`config.mk`:
```
export PLATFORM = sky130hd
export DESIGN_NAME = pad_bus_arbiter
export DESIGN_NICKNAME = d
export VERILOG_FILES = /design/src/rtl/pad_bus_arbiter.sv
export SDC_FILE = /design/constraint.sdc
export NUM_CORES = 1
export LEC_CHECK = 0
export ABC_AREA = 1
export CAP_MARGIN = 20
export CORE_ASPECT_RATIO = 1.2
export CORE_MARGIN = 5
export CORE_UTILIZATION = 54
export CTS_CLUSTER_SIZE = 14
export DETAILED_ROUTE_END_ITERATION = 8
export PLACE_DENSITY = 0.8
export SYNTH_ARGS = -nofsm -noshare
export SYNTH_HDL_FRONTEND = slang
export SYNTH_SLANG_ARGS = --single-unit
```
`constraint.sdc`:
```
create_clock -name CK -period 2.9 [get_ports CK]
set_clock_uncertainty 0.05 [all_clocks]
set_input_delay 0.58 -clock CK [delete_from_list [all_inputs] [get_ports CK]]
set_output_delay 0.58 -clock CK [all_outputs]
set_load 0.005 [all_outputs]
```
`src/rtl/pad_bus_arbiter.sv`:
```
// pad_bus_arbiter
//   Round-robin arbiter and turnaround sequencer for a shared tristate bus
//   (several tristate drivers on one net, driven out through bidirectional
//   pads). Grants the bus to one requester at a time. Inserts TURN idle cycles
//   between owners so that no two drivers ever overlap. Forcibly releases an
//   owner after MAXHOLD cycles when another agent is waiting.
//
//   Ports:
//     CK       in   clock, rising edge
//     RN       in   asynchronous active-low reset
//     req      in   [NREQ]  level request per agent
//     grant    out  [NREQ]  one-hot or zero, current owner
//     en_n     out  [NREQ]  active-low tristate drive enables (~grant)
//     oen      out          active-low pad output enable, 0 only while owned
//     owner    out  [clog2] index of current or last owner
//     busy     out          high in OWN or TURN
//     preempt  out          one-cycle pulse on a MAXHOLD forced release
//
//   Every output is a flop, so the pad enables cannot glitch and there is no
//   combinational path from req to any output.
module pad_bus_arbiter #(
  parameter int NREQ    = 4,
  parameter int TURN    = 1,
  parameter int MAXHOLD = 16
) (
  input  logic                    CK,
  input  logic                    RN,
  input  logic [NREQ-1:0]         req,
  output logic [NREQ-1:0]         grant,
  output logic [NREQ-1:0]         en_n,
  output logic                    oen,
  output logic [$clog2(NREQ)-1:0] owner,
  output logic                    busy,
  output logic                    preempt
);

  localparam int OW = $clog2(NREQ);

  typedef enum logic [1:0] {
    ST_IDLE = 2'd0,
    ST_OWN  = 2'd1,
    ST_TURN = 2'd2
  } state_t;

  state_t          state_reg;
  logic [NREQ-1:0] grant_reg;
  logic [NREQ-1:0] en_n_reg;
  logic            oen_reg;
  logic [OW-1:0]   owner_reg;
  logic            busy_reg;
  logic            preempt_reg;
  logic [7:0]      hold_cnt_reg;
  logic [2:0]      turn_cnt_reg;

  // Candidate gi-1 is the agent gi positions after the last owner, so the
  // last owner itself is always the final candidate considered.
  logic [OW-1:0]   cand_idx [NREQ];
  logic [NREQ-1:0] cand_hit;

  genvar gi;
  generate
    for (gi = 1; gi <= NREQ; gi++) begin : g_cand
      assign cand_idx[gi-1] = OW'((int'(owner_reg) + gi) % NREQ);
      assign cand_hit[gi-1] = req[cand_idx[gi-1]];
    end
  endgenerate

  logic [OW-1:0]   win_idx;
  logic [NREQ-1:0] win_onehot;
  logic            any_req;
  logic            other_pending;
  logic            hold_full;
  logic            turn_done;

  // Descending scan: the lowest-numbered hit (closest after owner) is written
  // last and therefore wins.
  always_comb begin
    win_idx = owner_reg;
    for (int i = NREQ - 1; i >= 0; i--) begin
      if (cand_hit[i]) win_idx = cand_idx[i];
    end
  end

  assign win_onehot    = {{(NREQ-1){1'b0}}, 1'b1} << win_idx;
  assign any_req       = |req;
  assign other_pending = |(req & ~grant_reg);
  assign hold_full     = (hold_cnt_reg == 8'(MAXHOLD));
  assign turn_done     = (turn_cnt_reg == 3'(TURN));

  always_ff @(posedge CK or negedge RN) begin
    if (!RN) begin
      state_reg    <= ST_IDLE;
      grant_reg    <= '0;
      en_n_reg     <= '1;
      oen_reg      <= 1'b1;
      owner_reg    <= OW'(NREQ - 1);
      busy_reg     <= 1'b0;
      preempt_reg  <= 1'b0;
      hold_cnt_reg <= '0;
      turn_cnt_reg <= '0;
    end else begin
      preempt_reg <= 1'b0;
      case (state_reg)
        ST_IDLE: begin
          if (any_req) begin
            state_reg    <= ST_OWN;
            grant_reg    <= win_onehot;
            en_n_reg     <= ~win_onehot;
            oen_reg      <= 1'b0;
            owner_reg    <= win_idx;
            busy_reg     <= 1'b1;
            hold_cnt_reg <= 8'd1;
          end
        end

        ST_OWN: begin
          if (!req[owner_reg] || (other_pending && hold_full)) begin
            // Voluntary release, or forced release when someone is waiting.
            state_reg    <= ST_TURN;
            grant_reg    <= '0;
            en_n_reg     <= '1;
            oen_reg      <= 1'b1;
            busy_reg     <= 1'b1;
            hold_cnt_reg <= '0;
            turn_cnt_reg <= 3'd1;
            preempt_reg  <= req[owner_reg];
          end else if (!hold_full) begin
            hold_cnt_reg <= hold_cnt_reg + 8'd1;
          end
        end

        ST_TURN: begin
          if (turn_done) begin
            turn_cnt_reg <= '0;
            if (any_req) begin
              state_reg    <= ST_OWN;
              grant_reg    <= win_onehot;
              en_n_reg     <= ~win_onehot;
              oen_reg      <= 1'b0;
              owner_reg    <= win_idx;
              busy_reg     <= 1'b1;
              hold_cnt_reg <= 8'd1;
            end else begin
              state_reg <= ST_IDLE;
              busy_reg  <= 1'b0;
            end
          end else begin
            turn_cnt_reg <= turn_cnt_reg + 3'd1;
          end
        end

        default: begin
          state_reg <= ST_IDLE;
          grant_reg <= '0;
          en_n_reg  <= '1;
          oen_reg   <= 1'b1;
          busy_reg  <= 1'b0;
        end
      endcase
    end
  end

  assign grant   = grant_reg;
  assign en_n    = en_n_reg;
  assign oen     = oen_reg;
  assign owner   = owner_reg;
  assign busy    = busy_reg;
  assign preempt = preempt_reg;

endmodule

```
==> flow_summary_export.csv, run 1 <==
group,metric,value,unit
clock_network,cts_resized,0,
setup_path,worstSetupPathType,"flip-flop to primary output",
layout,nets,242,
clock_network,numCtsBuffers,3,
global_route,grt_pass1_vias,1289,
die,die_area,0.004008,mm2
layout,areaGrowthSynthToFinish,17.63,%
setup_path,r2r-end,"turn_cnt_reg[2]",
die,die-width,58.64,um
layout,largest_register_ffs,8,
global_route,grt_overflow,0,
die,io_pins,19,
layout,diodes,0,
setup_path,cpLargestDelayFamily,"flip-flops",
setup_path,reg2reg_slack,1.03,ns
clock_network,cts_setup_buffers,0,
power_and_ir_drop,power.density,1043,mW/mm2
yosys,ys_ff_latch,26,
die,core,0.002759,mm2
clock_network,clkTransAtPathRegs,0.14,ns
yosys,syn_nets,220,
run_status,status,"finished, final reports clean",
timing,setup_viol_count_final,0,
setup_path,crit_path_end_kind,"primary output",
clock_network,clock-sinks,26,
yosys,ys.warnings.count,0,
timing,finalHoldViolCount,0,
timing,fmaxAchievable,0.4626,GHz
power_and_ir_drop,peakVddDrop,695.1,uV
die,std_cell_rows,21,
setup_path,crit_chain,"clkdlybuf4s50_1",
job,drv_cap,0,
clock_network,clock_latency,0.32,ns
clock_network,cts_tree,"done",
global_route,grt_start_max_net_pins,27,
die,start_util,55.56,%
setup_path,reg2regPathDepth,10,
placement,dpl.hpwl,2451,um
yosys,synth_ff_type,"dfrtp_1",
clock_network,max-clock-path-buffers,2,
hold_path,hold_class,"flip-flop to flip-flop",
yosys,seq_area_frac_synth,43.02,%
detailed_routing,drt-initial-drc-count,27,
setup_path,cp_slowest_cell,"dfstp_2",
setup_path,worstPathRequired,2.27,ns
timing,slew-limit-headroom,78.07,%
detailed_routing,avgViaCountPerCell,5.112,
setup_path,r2r_start,"owner[0]",
clock_network,h-tree-depth,1,
yosys,synth-edff-count,0,
detailed_routing,drt-total-wl,3182,um
yosys,synth.avg_cell_area,7.230,um2
clock_network,hold_buffers,0,
setup_path,critical_path_buf_inv_count,1,
global_route,track_usage,17.75,%
placement,globalplace.congestion,0.8662,
detailed_routing,route.detailed.drc,0,
timing,worst_slack,0.7381,ns
hold_path,hold-path-endpoint,"en_n[3]",
setup_path,cp.arrival,1.53,ns
placement,dp_slack,0.7032,ns
setup_path,worstSetupStartpointType,"flip-flop",
layout,final_layout_size_suffix_gt1_share,12.02,%
timing,slew_violations,0,
detailed_routing,antenna_left,0,
timing,rsz0062_at_grt,"false",
detailed_routing,vias,1365,
yosys,synth.distinct_cells,25,
timing,min_period,2.162,ns
detailed_routing,first_pass_iters,4,
yosys,synthCells,212,
power_and_ir_drop,cellLeakagePower,0.8996,nW
timing,tightest_slew,0.3290,ns
setup_path,cpPeakStageDelay,0.68,ns
die,fp.dieH,68.36,um
hold_path,hold_depth,2,
yosys,syn_area,0.001533,mm2
yosys,synthArstFlopShare,100.0,%
setup_path,worstPathMaxFanout,13,
timing,period_share,74.55,%
global_route,grt_pass1_wl,5402,um
placement,portBuffers,18,
detailed_routing,wire_per_inst,11.92,um
timing,finalSetupTns,0,ns
hold_path,min_from,"en_n[3]",
global_route,antenna_found_initial,0,
clock_network,root_buffer,"clkbuf_4",
-- stage by stage --
step / total power [mW] / hold slack, ns / std cells / utilization, % / area, um2
floorplan: 1.330 / 0.2344 / 212 / - / 1533
global placement: 1.625 / 0.4246 / 263 / 63.45 / 1750
detailed placement: 1.645 / 0.4215 / 263 / 63.45 / 1750
CTS: 1.895 / 0.4408 / 267 / 65.35 / 1803
global route: 2.054 / 0.4645 / 267 / 65.35 / 1803
finish: 1.881 / 0.4434 / 267 / 65.35 / 1803
-- metal layers --
layer	share of wire, %	track usage, %	up-vias
li1	-	-	708
met1	44	19.81	617
met2	49	31.42	29
met3	3.9	3.962	11
met4	2.5	9.348	0
met5	0	0	-
-- worst max path at each step --
stage	endpoint	depth (start not counted)	from
2_1_floorplan	turn_cnt_reg[0]	8	req[3]
3_3_place_gp	turn_cnt_reg[0]	9	req[3]
3_5_place_dp	turn_cnt_reg[2]	8	req[3]
4_1_cts	owner[0]	1	owner[0]
5_1_grt	owner[0]	1	owner[0]
6_report	owner[0]	1	owner[0]
-- cell type report --
type	instances	area, um2
fill	256	955.9
multi-input combinational	149	729.5
sequential	26	659.4
timing repair buffer	19	187.7
inverter	35	131.4
tap	34	42.54
clock inverter	1	30.03
clock buffer	3	22.52
-- cells in the mapped netlist, types with 2 or more instances --
master,number,area [um2]
nor2_2,2,12.51
inv_2,4,15.01
nand3_1,17,85.08
o21ai_0,15,75.07
nand4_1,4,25.02
nand2_2,5,31.28
inv_1,31,116.4
nor3_1,4,20.02
xor2_1,4,35.03
nor2_1,13,48.80
dfstp_2,7,183.9
o21a_1,2,15.01
dfrtp_1,19,475.5
ha_1,2,25.02
nand2_1,68,255.2
nand2_4,2,22.52
o21ai_1,5,25.02
-- power breakdown --
group / total, mW / switching [mW] / internal [mW] / leakage, nW
Sequential: 0.628 / 0.123 / 0.505 / 0.323
Clock: 0.247 / 0.107 / 0.140 / 0.0279
Combinational: 1.01 / 0.629 / 0.377 / 0.549
Total: 1.88 / 0.859 / 1.02 / 0.900
-- tightest hold or removal path, cell delays in order (launching register included) --
cell     delay (ns)
dfstp_2        0.40
nand2_1        0.06
nand2_1        0.05
-- cell usage in the layout (no fill, tap or decap) --
cell type / count
nand2_1: 68
dfrtp_1: 19
inv_1: 31
ha_1: 2
nor2_2: 2
o21a_1: 2
a22oi_1: 1
nor3_2: 1
nand3_2: 1
xnor2_1: 1
o21ai_0: 15
o22ai_1: 1
nor2_4: 1
bufinv_16: 1
clkdlybuf4s50_1: 18
o21ai_1: 5
nand2_4: 2
nor3_1: 4
buf_4: 1
dfstp_2: 7
nand4_1: 4
nand2_2: 5
xor2_1: 4
nor2_1: 13
inv_2: 4
nand3_1: 17
clkbuf_4: 3
-- kinds of logic after synthesis --
kind of cell,after synthesis,synth area share [%]
fa+ha+maj,2,1.632
xor+xnor,5,2.857
flops,26,43.02
buf+inv,37,9.387
simple gates,118,34.69
compound gates,24,8.408
No activity file was read; power rests on OpenSTA's default activity.
==> run 2, diff against run 1 <==
==> constraint.sdc (replaced) <==
create_clock -name CK -period 2.3 [get_ports CK]
set_clock_uncertainty 0.05 [all_clocks]
set_input_delay 0.46 -clock CK [delete_from_list [all_inputs] [get_ports CK]]
set_output_delay 0.46 -clock CK [all_outputs]
set_load 0.005 [all_outputs]
==> run 2 against run 1 <==
Against the previous run: critical path depth unchanged; largest power group unchanged; sequential power up 25%; highest routed layer unchanged; first-iteration DRC count up 63%.
==> flow_summary_export.csv, run 2 (synthesis results as in run 1) <==
group,metric,value,unit
detailed_routing,first_pass_iters,4,
timing,period_share,88.78,%
layout,diodes,0,
hold_path,hold_class,"primary input to async pin",
power_and_ir_drop,p_comb_share,53.6,%
timing,tightest_slew,0.3330,ns
timing,rsz0062_at_grt,"false",
global_route,antenna_found_initial,0,
placement,dp.cells,263,
global_route,track_usage,17.09,%
clock_network,numCtsBuffers,3,
clock_network,cts_setup_buffers,0,
placement,portBuffers,18,
timing,finalHoldViolCount,0,
setup_path,crit_path_end_kind,"primary output",
timing,finalSetupTns,0,ns
die,die_area,0.004008,mm2
clock_network,hold_buffers,0,
detailed_routing,antenna_left,0,
global_route,use_met2,31.01,%
timing,slew-limit-headroom,77.80,%
run_status,status,"finished, final reports clean",
global_route,grt_use_met3,3.585,%
setup_path,worstSetupPathType,"flip-flop to primary output",
layout,largest_register_ffs,8,
die,start_util,55.56,%
clock_network,root_buffer,"clkbuf_4",
timing,timing.hold.ws,0.4317,ns
layout,nets,242,
global_route,grt_start_max_net_pins,27,
setup_path,cpPeakStageDelay,0.68,ns
clock_network,clkTransAtPathRegs,0.14,ns
layout,fin_util,65.35,%
setup_path,cp_slowest_cell,"dfstp_2",
clock_network,clock-sinks,26,
power_and_ir_drop,p_switching,1.080,mW
placement,globalplace.congestion,0.8661,
detailed_routing,drt-total-wl,3130,um
global_route,use_met1,19.24,%
timing,min_period,2.042,ns
setup_path,critical_path_buf_inv_count,1,
timing,setup_viol_count_final,0,
setup_path,crit_chain,"clkdlybuf4s50_1",
layout,mostFrequentLayoutCells,"nand2_1 (68), inv_1 (31), dfrtp_1 (19)",
die,core,0.002759,mm2
power_and_ir_drop,total_power,2.368,mW
timing,fmaxAchievable,0.4897,GHz
power_and_ir_drop,netSwitchingFraction,45.60,%
global_route,grt_overflow,0,
clock_network,max-clock-path-buffers,2,
detailed_routing,route.detailed.drc,0,
clock_network,clock_latency,0.32,ns
layout,areaGrowthSynthToFinish,17.63,%
timing,slew_violations,0,
power_and_ir_drop,cellLeakagePower,0.8996,nW
power_and_ir_drop,peakVddDrop,889.2,uV
detailed_routing,drt-initial-drc-count,44,
die,std_cell_rows,21,
layout,stdcell_count,267,
clock_network,cts_tree,"done",
detailed_routing,avgViaCountPerCell,5.187,
die,io_pins,19,
layout,final_layout_size_suffix_gt1_share,12.02,%
clock_network,cts_resized,0,
global_route,grt-busiest-layer,"met2",
setup_path,cp.arrival,1.53,ns
power_and_ir_drop,p_seq_share,33.3,%
setup_path,worstPathRequired,1.79,ns
clock_network,h-tree-depth,1,
setup_path,worstPathMaxFanout,13,
detailed_routing,vias,1385,
power_and_ir_drop,power.density,1313,mW/mm2
setup_path,worstSetupStartpointType,"flip-flop",
power_and_ir_drop,clkPwrFrac,13.1,%
global_route,grt_pass1_wl,5264,um
detailed_routing,wire_per_inst,11.72,um
layout,layout_commonest_cell,"nand2_1",
power_and_ir_drop,internal_power,1.288,mW
job,drv_cap,0,
die,fp.dieH,68.36,um
placement,dpl.hpwl,2424,um
global_route,grt_pass1_vias,1290,
setup_path,cpLargestDelayFamily,"flip-flops",
die,die-width,58.64,um
run 2: final timing paths:
kind | end | slack (ns) | cells after the start | startpoint
worst min register to register | en_n[3] | 0.44 | 2 | en_n[3]
min in group CK | en_n[3] | 0.44 | 2 | en_n[3]
worst max register to register | turn_cnt_reg[2] | 0.43 | 10 | owner[0]
worst min-delay path | grant[2] | 0.43 | 2 | RN
max in group asynchronous | owner[0] | 1.47 | 2 | RN
worst max-delay path | owner[0] | 0.26 | 1 | owner[0]
run 2: final cells by class:
| type | instances | area (um2) |
|---|---|---|
| Multi-Input combinational cell | 149 | 729.5 |
| Clock inverter | 1 | 30.03 |
| Inverter | 35 | 131.4 |
| Timing Repair Buffer | 19 | 187.7 |
| Fill cell | 249 | 955.9 |
| Sequential cell | 26 | 659.4 |
| Clock buffer | 3 | 22.52 |
| Tap cell | 34 | 42.54 |
run 2: metal layers:
metal	wire length (um)	part of all wire, %
met5	0	0
met4	48	1.5
met3	126	4.0
met2	1552	50
met1	1402	45
run 2: metrics by stage:
| step | setup WS, ns | area, um2 |
|---|---|---|
| floorplan | 0.7702 | 1533 |
| global placement | 0.2425 | 1750 |
| detailed placement | 0.2096 | 1750 |
| CTS | 0.2505 | 1803 |
| global route | 0.1983 | 1803 |
| finish | 0.2580 | 1803 |
run 2: power by group through the flow:
stage	sequential, mW	clock, mW	combinational (mW)
floorplan	0.750	0	0.928
global placement	0.795	0	1.26
detailed placement	0.794	0	1.27
CTS	0.787	0.320	1.27
global route	0.812	0.337	1.44
finish	0.788	0.311	1.27
==> run 3, diff against run 2 <==
--- a/config.mk
+++ b/config.mk
@@ -7,12 +7,14 @@
 export LEC_CHECK = 0
 export ABC_AREA = 1
 export CAP_MARGIN = 20
-export CORE_ASPECT_RATIO = 1.2
+export CORE_ASPECT_RATIO = 1.75
 export CORE_MARGIN = 5
 export CORE_UTILIZATION = 54
 export CTS_CLUSTER_SIZE = 14
 export DETAILED_ROUTE_END_ITERATION = 8
+export GPL_TIMING_DRIVEN = 0
 export PLACE_DENSITY = 0.8
+export SETUP_SLACK_MARGIN = 0.02
 export SYNTH_ARGS = -nofsm -noshare
 export SYNTH_HDL_FRONTEND = slang
 export SYNTH_SLANG_ARGS = --single-unit
==> run 3 against run 2 <==
Against the previous run: core utilization is 2.5 points higher; critical endpoint is now owner[1]; sequential share of layout area fell by 0.84 points; final cell count decreased by 1.9%; critical path type unchanged; sequential power shrank 4.1%.
==> flow_summary_export.csv, run 3 (synthesis results as in run 1) <==
group,metric,value,unit
clock_network,h-tree-depth,1,
layout,regArea,659.4,um2
setup_path,cp.arrival,1.41,ns
layout,nets,244,
clock_network,cts_tree,"done",
clock_network,max-clock-path-buffers,2,
die,io_pins,19,
clock_network,clock-sinks,26,
timing,finalHoldViolCount,0,
global_route,grt_pass1_vias,1361,
placement,dpl.hpwl,2541,um
clock_network,hold_buffers,0,
layout,diodes,0,
timing,setup_viol_count_final,0,
timing,rsz0062_at_grt,"false",
setup_path,worstSetupStartpointType,"flip-flop",
power_and_ir_drop,cellLeakagePower,0.9255,nW
detailed_routing,drt-total-wl,3275,um
die,die_area,0.004046,mm2
timing,slew-limit-headroom,70.10,%
timing,finalSetupTns,0,ns
setup_path,cpPeakStageDelay,0.61,ns
timing,min_period,1.918,ns
detailed_routing,first_pass_iters,4,
layout,fill_cells,234,
timing,period_share,83.39,%
timing,slew_violations,0,
setup_path,worstPathRequired,1.79,ns
timing,tightest_slew,0.4471,ns
global_route,grt_start_max_net_pins,21,
global_route,track_usage,18.15,%
timing,fmaxAchievable,0.5214,GHz
die,fp.dieH,80.48,um
detailed_routing,vias,1374,
detailed_routing,avgViaCountPerCell,5.244,
timing,worst_slack,0.3821,ns
setup_path,crit_chain,"clkdlybuf4s50_1",
global_route,antenna_found_initial,0,
detailed_routing,drt-initial-drc-count,33,
setup_path,critical_path_buf_inv_count,1,
placement,portBuffers,18,
die,start_util,56.32,%
detailed_routing,wire_per_inst,12.50,um
clock_network,clock_latency,0.27,ns
setup_path,worstPathMaxFanout,7,
clock_network,cts_resized,0,
hold_path,hold_class,"flip-flop to flip-flop",
setup_path,crit_path_end_kind,"primary output",
layout,mostFrequentLayoutCells,"nand2_1 (68), inv_1 (31), dfrtp_1 (19)",
power_and_ir_drop,power.density,1333,mW/mm2
clock_network,numCtsBuffers,3,
layout,multi_input_area,729.5,um2
layout,final_layout_size_suffix_gt1_share,12.77,%
setup_path,worstSetupPathType,"flip-flop to primary output",
die,core,0.002721,mm2
global_route,grt_overflow,0,
setup_path,cp_slowest_cell,"dfstp_2",
global_route,grt_pass1_wl,5733,um
die,die-width,50.28,um
job,drv_cap,0,
layout,largest_register_ffs,8,
run_status,status,"finished, final reports clean",
clock_network,root_buffer,"clkbuf_8",
placement,globalplace.congestion,0.8658,
placement,dp_slack,0.2012,ns
power_and_ir_drop,peakVddDrop,975.2,uV
layout,layout_commonest_cell,"nand2_1",
detailed_routing,antenna_left,0,
setup_path,cpLargestDelayFamily,"flip-flops",
layout,areaGrowthSynthToFinish,20.41,%
clock_network,cts_setup_buffers,0,
clock_network,clkTransAtPathRegs,0.10,ns
die,std_cell_rows,25,
detailed_routing,route.detailed.drc,0,
==> run 3: power by group <==
| part | switching, mW | internal [mW] |
|---|---|---|
| Combinational | 0.828 | 0.492 |
| Clock | 0.150 | 0.233 |
| Sequential | 0.120 | 0.636 |
==> run 3: area by class of cell <==
type / count / area share, %
Timing Repair Buffer: 19 / 11.25
Clock inverter: 1 / 1.627
Buffer: 2 / 0.6780
Tap cell: 27 / 1.831
Inverter: 35 / 7.119
Clock buffer: 3 / 2.237
Sequential cell: 26 / 35.73
Multi-Input combinational cell: 149 / 39.53
==> run 3: through the flow <==
step | std cells | instance area [um2] | hold slack, ns | util (%) | power (mW)
6_report | 262 | 1846 | 0.4224 | 67.82 | 2.459
3_3_place_gp | 257 | 1747 | 0.4083 | 64.18 | 2.065
3_5_place_dp | 258 | 1774 | 0.4131 | 65.20 | 2.090
5_1_grt | 262 | 1846 | 0.4458 | 67.82 | 2.694
2_1_floorplan | 212 | 1533 | 0.1144 | - | 1.677
4_1_cts | 262 | 1846 | 0.4282 | 67.82 | 2.481
==> run 3: final timing paths <==
| check | from | to | slack, ns | cells after the start |
|---|---|---|---|---|
| max reg2reg | hold_cnt_reg[1] | turn_cnt_reg[0] | 0.54 | 10 |
| max | owner[1] | owner[1] | 0.38 | 1 |
| min in group asynchronous | RN | hold_cnt_reg[3] | 0.44 | 1 |
| min | en_n[3] | en_n[3] | 0.42 | 2 |
| min reg2reg | en_n[3] | en_n[3] | 0.42 | 2 |
| max in group asynchronous | RN | en_n[2] | 1.23 | 2 |
==> run 3: metal layers <==
layer,wire length [um],GRT usage (%),part of all wire (%),up-vias
met5,0,0,0,-
met3,72,2.041,2.2,8
li1,-,-,-,713
met2,1848,34.51,56,23
met1,1269,19.12,39,630
met4,85,7.874,2.6,0
